<file path="src/rtl/shift_sub_divider.sv">
// Sequential restoring divider: one quotient bit per clock after a start request.
// A zero divisor short-circuits straight to DONE with an all-ones quotient.
module shift_sub_divider #(
    parameter int N = 8
) (
    input  logic         clk,
    input  logic         rst_n,
    input  logic         start_i,
    input  logic [N-1:0] dividend_i,
    input  logic [N-1:0] divisor_i,
    output logic [N-1:0] quotient_o,
    output logic [N-1:0] remainder_o,
    output logic         busy_o,
    output logic         done_o,
    output logic         div_by_zero_o
);

    localparam int CW = $clog2(N + 1);

    typedef enum logic [1:0] {IDLE, CALC, DONE} state_e;

    state_e         state_q, state_d;
    logic [CW-1:0]  cnt_q, cnt_d;
    logic [N:0]     r_q, r_d;
    logic [N-1:0]   q_q, q_d;
    logic [N-1:0]   dvsr_q, dvsr_d;
    logic [N-1:0]   quot_q, quot_d;
    logic [N-1:0]   rem_q, rem_d;
    logic           dbz_q, dbz_d;

    logic [2*N:0]   rq_shift;
    logic [N:0]     r_shift;
    logic [N-1:0]   q_shift;
    logic [N:0]     r_step;
    logic [N-1:0]   q_step;

    // One restoring step on the concatenated {R,Q} register pair.
    always_comb begin
        rq_shift = {r_q, q_q} << 1;
        r_shift  = rq_shift[2*N:N];
        q_shift  = rq_shift[N-1:0];
        if (r_shift >= {1'b0, dvsr_q}) begin
            r_step = r_shift - {1'b0, dvsr_q};
            q_step = q_shift | N'(1);
        end else begin
            r_step = r_shift;
            q_step = q_shift;
        end
    end

    always_comb begin
        state_d = state_q;
        cnt_d   = cnt_q;
        r_d     = r_q;
        q_d     = q_q;
        dvsr_d  = dvsr_q;
        quot_d  = quot_q;
        rem_d   = rem_q;
        dbz_d   = dbz_q;
        case (state_q)
            IDLE: begin
                if (start_i) begin
                    if (divisor_i == '0) begin
                        quot_d  = '1;
                        rem_d   = dividend_i;
                        dbz_d   = 1'b1;
                        state_d = DONE;
                    end else begin
                        q_d     = dividend_i;
                        dvsr_d  = divisor_i;
                        r_d     = '0;
                        cnt_d   = CW'(N);
                        dbz_d   = 1'b0;
                        state_d = CALC;
                    end
                end
            end
            CALC: begin
                r_d   = r_step;
                q_d   = q_step;
                cnt_d = cnt_q - CW'(1);
                if (cnt_q == CW'(1)) begin
                    quot_d  = q_step;
                    rem_d   = r_step[N-1:0];
                    state_d = DONE;
                end
            end
            DONE:    state_d = IDLE;
            default: state_d = IDLE;
        endcase
    end

    always_ff @(posedge clk or negedge rst_n) begin
        if (!rst_n) begin
            state_q <= IDLE;
            cnt_q   <= '0;
            r_q     <= '0;
            q_q     <= '0;
            dvsr_q  <= '0;
            quot_q  <= '0;
            rem_q   <= '0;
            dbz_q   <= 1'b0;
        end else begin
            state_q <= state_d;
            cnt_q   <= cnt_d;
            r_q     <= r_d;
            q_q     <= q_d;
            dvsr_q  <= dvsr_d;
            quot_q  <= quot_d;
            rem_q   <= rem_d;
            dbz_q   <= dbz_d;
        end
    end

    assign quotient_o    = quot_q;
    assign remainder_o   = rem_q;
    assign div_by_zero_o = dbz_q;
    assign busy_o        = (state_q != IDLE);
    assign done_o        = (state_q == DONE);

endmodule

</file>
<file path="config.mk">
export PLATFORM = sky130hd
export DESIGN_NAME = shift_sub_divider
export DESIGN_NICKNAME = d
export VERILOG_FILES = /design/src/rtl/shift_sub_divider.sv
export SDC_FILE = /design/constraint.sdc
export NUM_CORES = 1
export LEC_CHECK = 0
export CAP_MARGIN = 25
export CORE_MARGIN = 4
export CORE_UTILIZATION = 40
export DETAILED_ROUTE_END_ITERATION = 8
export GPL_TIMING_DRIVEN = 1
export REMOVE_ABC_BUFFERS = 1
export SLEW_MARGIN = 30
export SYNTH_ARGS = -nofsm -noshare
export SYNTH_HDL_FRONTEND = slang
export SYNTH_SLANG_ARGS = --single-unit
</file>
<file path="constraint.sdc">
create_clock -name clk -period 6.25 [get_ports clk]
set_input_delay 1.25 -clock clk [delete_from_list [all_inputs] [get_ports clk]]
set_output_delay 1.25 -clock clk [all_outputs]
set_load 0.02 [all_outputs]
</file>
==> impl_metrics.yaml <==
run_status:
  outcome: "completed"
worst_setup_path:
  cp.arrival_ns: 3.22
  cp-start-kind: "primary input"
  path_max_fanout: 24
  critPathKind: "in2reg"
  rr_worst_depth: 7
  worstPathRequired_ns: 6.44
  endpoint_kind: "flop"
power_and_ir_drop:
  sw_frac_of_total: 0.438
  p_comb_frac: 0.591
  p_switching_w: 0.000784
  power_density_mw_per_mm2: 607
  power_frac_seq: 0.308
  p_int_w: 0.00101
  p_clk_frac: 0.101
  p_total_w: 0.00179
  power_leakage_nw: 1.29
  ir_drop_mv: 0.334
clock_network:
  h-tree-depth: 2
  cts_buffers: 5
  clk_latency_ns: 0.30
  clkSlewWorstSetupHoldPaths_ns: 0.09
  clk_path_buf_depth: 2
  clock-sinks: 47
  cts_setup_buffers: 0
  hold_buffers: 0
  post_cts_resized: 0
  clock-root-buffer: "clkbuf_8"
  cts_tree: "built"
logic_synthesis:
  synth_top_family_by_area: "simple AND/OR/NAND/NOR gates"
  yosysTopAreaCell: "dfrtp_1"
  yosys_register_bits: 47
  synth_edf_count: 0
  synth_compound_area_frac: 0.181
  synthTopCellsByArea: "dfrtp_1 (48%), nand2_1 (6.5%), ha_1 (5.1%)"
  synth-xor-area-share: 0.0144
  synthTopCellsByCount: "dfrtp_1 (47), nand2_1 (42), nor2_1 (33)"
  synthDistinctLibCells: 49
  synth_top_flop_cell: "dfrtp_1"
  yosys_warnings: 0
  async_reset_ff_frac: 1.00
  synth_fa_ha_area_frac: 0.0595
  muxShareOfSynthArea: 0.0364
  synth_top_cell_area_share: 0.482
  syn_area_mm2: 0.00244
  synth-seq-area-share: 0.482
  synth_most_common_cell: "dfrtp_1"
  synth-simple-area-share: 0.189
  avgSynthCellArea_um2: 9.53
  synthCells: 256
global_route:
  grt_max_degree: 48
  grt_pass1_wl_um: 9250
  antenna_found_initial: 0
  track_usage: 0.159
  grt_overflow: 0
  grt_pass1_vias: 1915
placement:
  place_area_mm2: 0.00287
  place_hpwl_um: 3870
  dpl.cell_count: 360
  port_buffers: 37
  gp_congestion: 0.823
routing:
  drt-total-wl_um: 5270
  drt_iter0_drc: 52
  firstDrtPassIters: 4
  ant_nets: 0
  vias: 1901
  via_per_inst: 5.18
  wl_per_cell_um: 14.4
  route.detailed.drc: 0
timing:
  slew_violations: 0
  clock.fmax_ghz: 0.330
  tns_ns: 0
  worstMarginPinSlew_ns: 0.917
  slew_headroom: 0.389
  fin_crit_sh: 0.484
  skew_ns: 0.0104
  post-route-min-period_ns: 3.03
  rsz0062_at_grt: "no"
  finalSetupViolCount: 0
  final_hold_viol_count: 0
flow_run:
  cap_viol_max_count: 0
die:
  die_x_um: 86.1
  rows: 28
  start_util: 0.412
  core_area_mm2: 0.00592
  die_area_mm2: 0.00741
  die_h_um: 86.1
  io_pins: 38
layout:
  drive_gt1_frac: 0.0993
  syn_to_final_growth_pct: 21.0
  finalNonFillerCells: 367
  final_nets: 322
  final_util: 0.499
  design_area_mm2: 0.00295
  diodes: 0
hold_path:
  hold_path_depth: 2
  hold_class: "reg2reg"
## final cells by class
| type | instances | area (um^2) |
|---|---|---|
| fillers | 575 | 2970 |
| inverters | 15 | 58.8 |
| flip-flops and latches | 47 | 1180 |
| clock buffers | 5 | 68.8 |
| well taps | 75 | 93.8 |
| multi-input cells | 186 | 1170 |
| repair buffers | 37 | 368 |
| clock inverters | 2 | 13.8 |
## kinds of logic after synthesis
logic type,after synthesis
and+or+nand+nor,100
AOI/OAI and AO/OA,63
DFF,47
buffers and inverters,23
adders and majority gates,11
muxes,8
xor gates and xnor gates,4
## power groups by stage
stage          clock, W  sequential, W  combinational (W)
6_report       0.000182       0.000552            0.00106
5_1_grt        0.000200       0.000574            0.00120
4_1_cts        0.000188       0.000555            0.00107
3_5_place_dp          0       0.000562            0.00107
3_3_place_gp          0       0.000558            0.00106
2_1_floorplan         0       0.000600           0.000718
## cells in the final DEF, fill, tap and decap left out, types with 2 or more instances in the layout
master,Yosys,layout
nor4_2,2,2
xor2_1,2,2
mux2_2,3,3
nor4_1,3,3
dfrtp_1,47,47
a21o_1,3,3
inv_1,14,14
nor2_1,33,33
clkbuf_8,0,5
nand3_1,3,3
nor2b_1,2,2
mux2i_1,4,4
a211o_1,2,2
xnor2_1,2,2
nand2b_1,5,5
and3_2,2,2
a31oi_1,9,9
o21ai_0,14,14
o22ai_1,4,4
ha_1,10,10
clkdlybuf4s50_1,0,36
nor3b_1,2,2
o221ai_1,3,3
a21oi_1,13,12
nand2_1,42,42
## per-layer routing
metal / share of wire / global-route usage / routed length [um]
met1: 0.49 / 0.224 / 2560
met2: 0.46 / 0.247 / 2420
met3: 0.045 / 0.0375 / 235
met4: 0.0099 / 0.0388 / 52
met5: 0 / 0 / 0
## final timing paths
check	start	to	slack [ns]
worst max-delay path	divisor_i[5]	remainder_o[4]$_DFFE_PN0P_	3.22
worst min-delay path	r_q[7]$_DFFE_PN0P_	r_q[7]$_DFFE_PN0P_	0.52
worst max register to register	r_q[2]$_DFFE_PN0P_	remainder_o[0]$_DFFE_PN0P_	3.83
worst min register to register	r_q[7]$_DFFE_PN0P_	r_q[7]$_DFFE_PN0P_	0.52
max in group asynchronous	rst_n	r_q[4]$_DFFE_PN0P_	4.89
min in group asynchronous	rst_n	dvsr_q[0]$_DFFE_PN0P_	0.95
## stage by stage
step	hold slack (ns)	setup WS (ns)
floorplan	0.469	3.68
global placement	0.501	2.93
detailed placement	0.494	2.83
CTS	0.525	3.16
global route	0.536	2.98
finish	0.518	3.22
## critical path, stage by stage
cell	delay [ns]
clkdlybuf4s50_1	0.43
nor4_2	0.51
nand2_1	0.10
nor2_1	0.21
nor2_1	0.15
inv_4	0.21
nand2_1	0.07
o32a_1	0.28
## sequential cells by signal, indices dropped and copies added (netlist names)
register and count:
quotient_o 8, cnt_q 4, remainder_o 8, state_q 2, div_by_zero_o 1, r_q 8, dvsr_q 8, q_q 8
No activity file was read; power rests on OpenSTA's default activity.
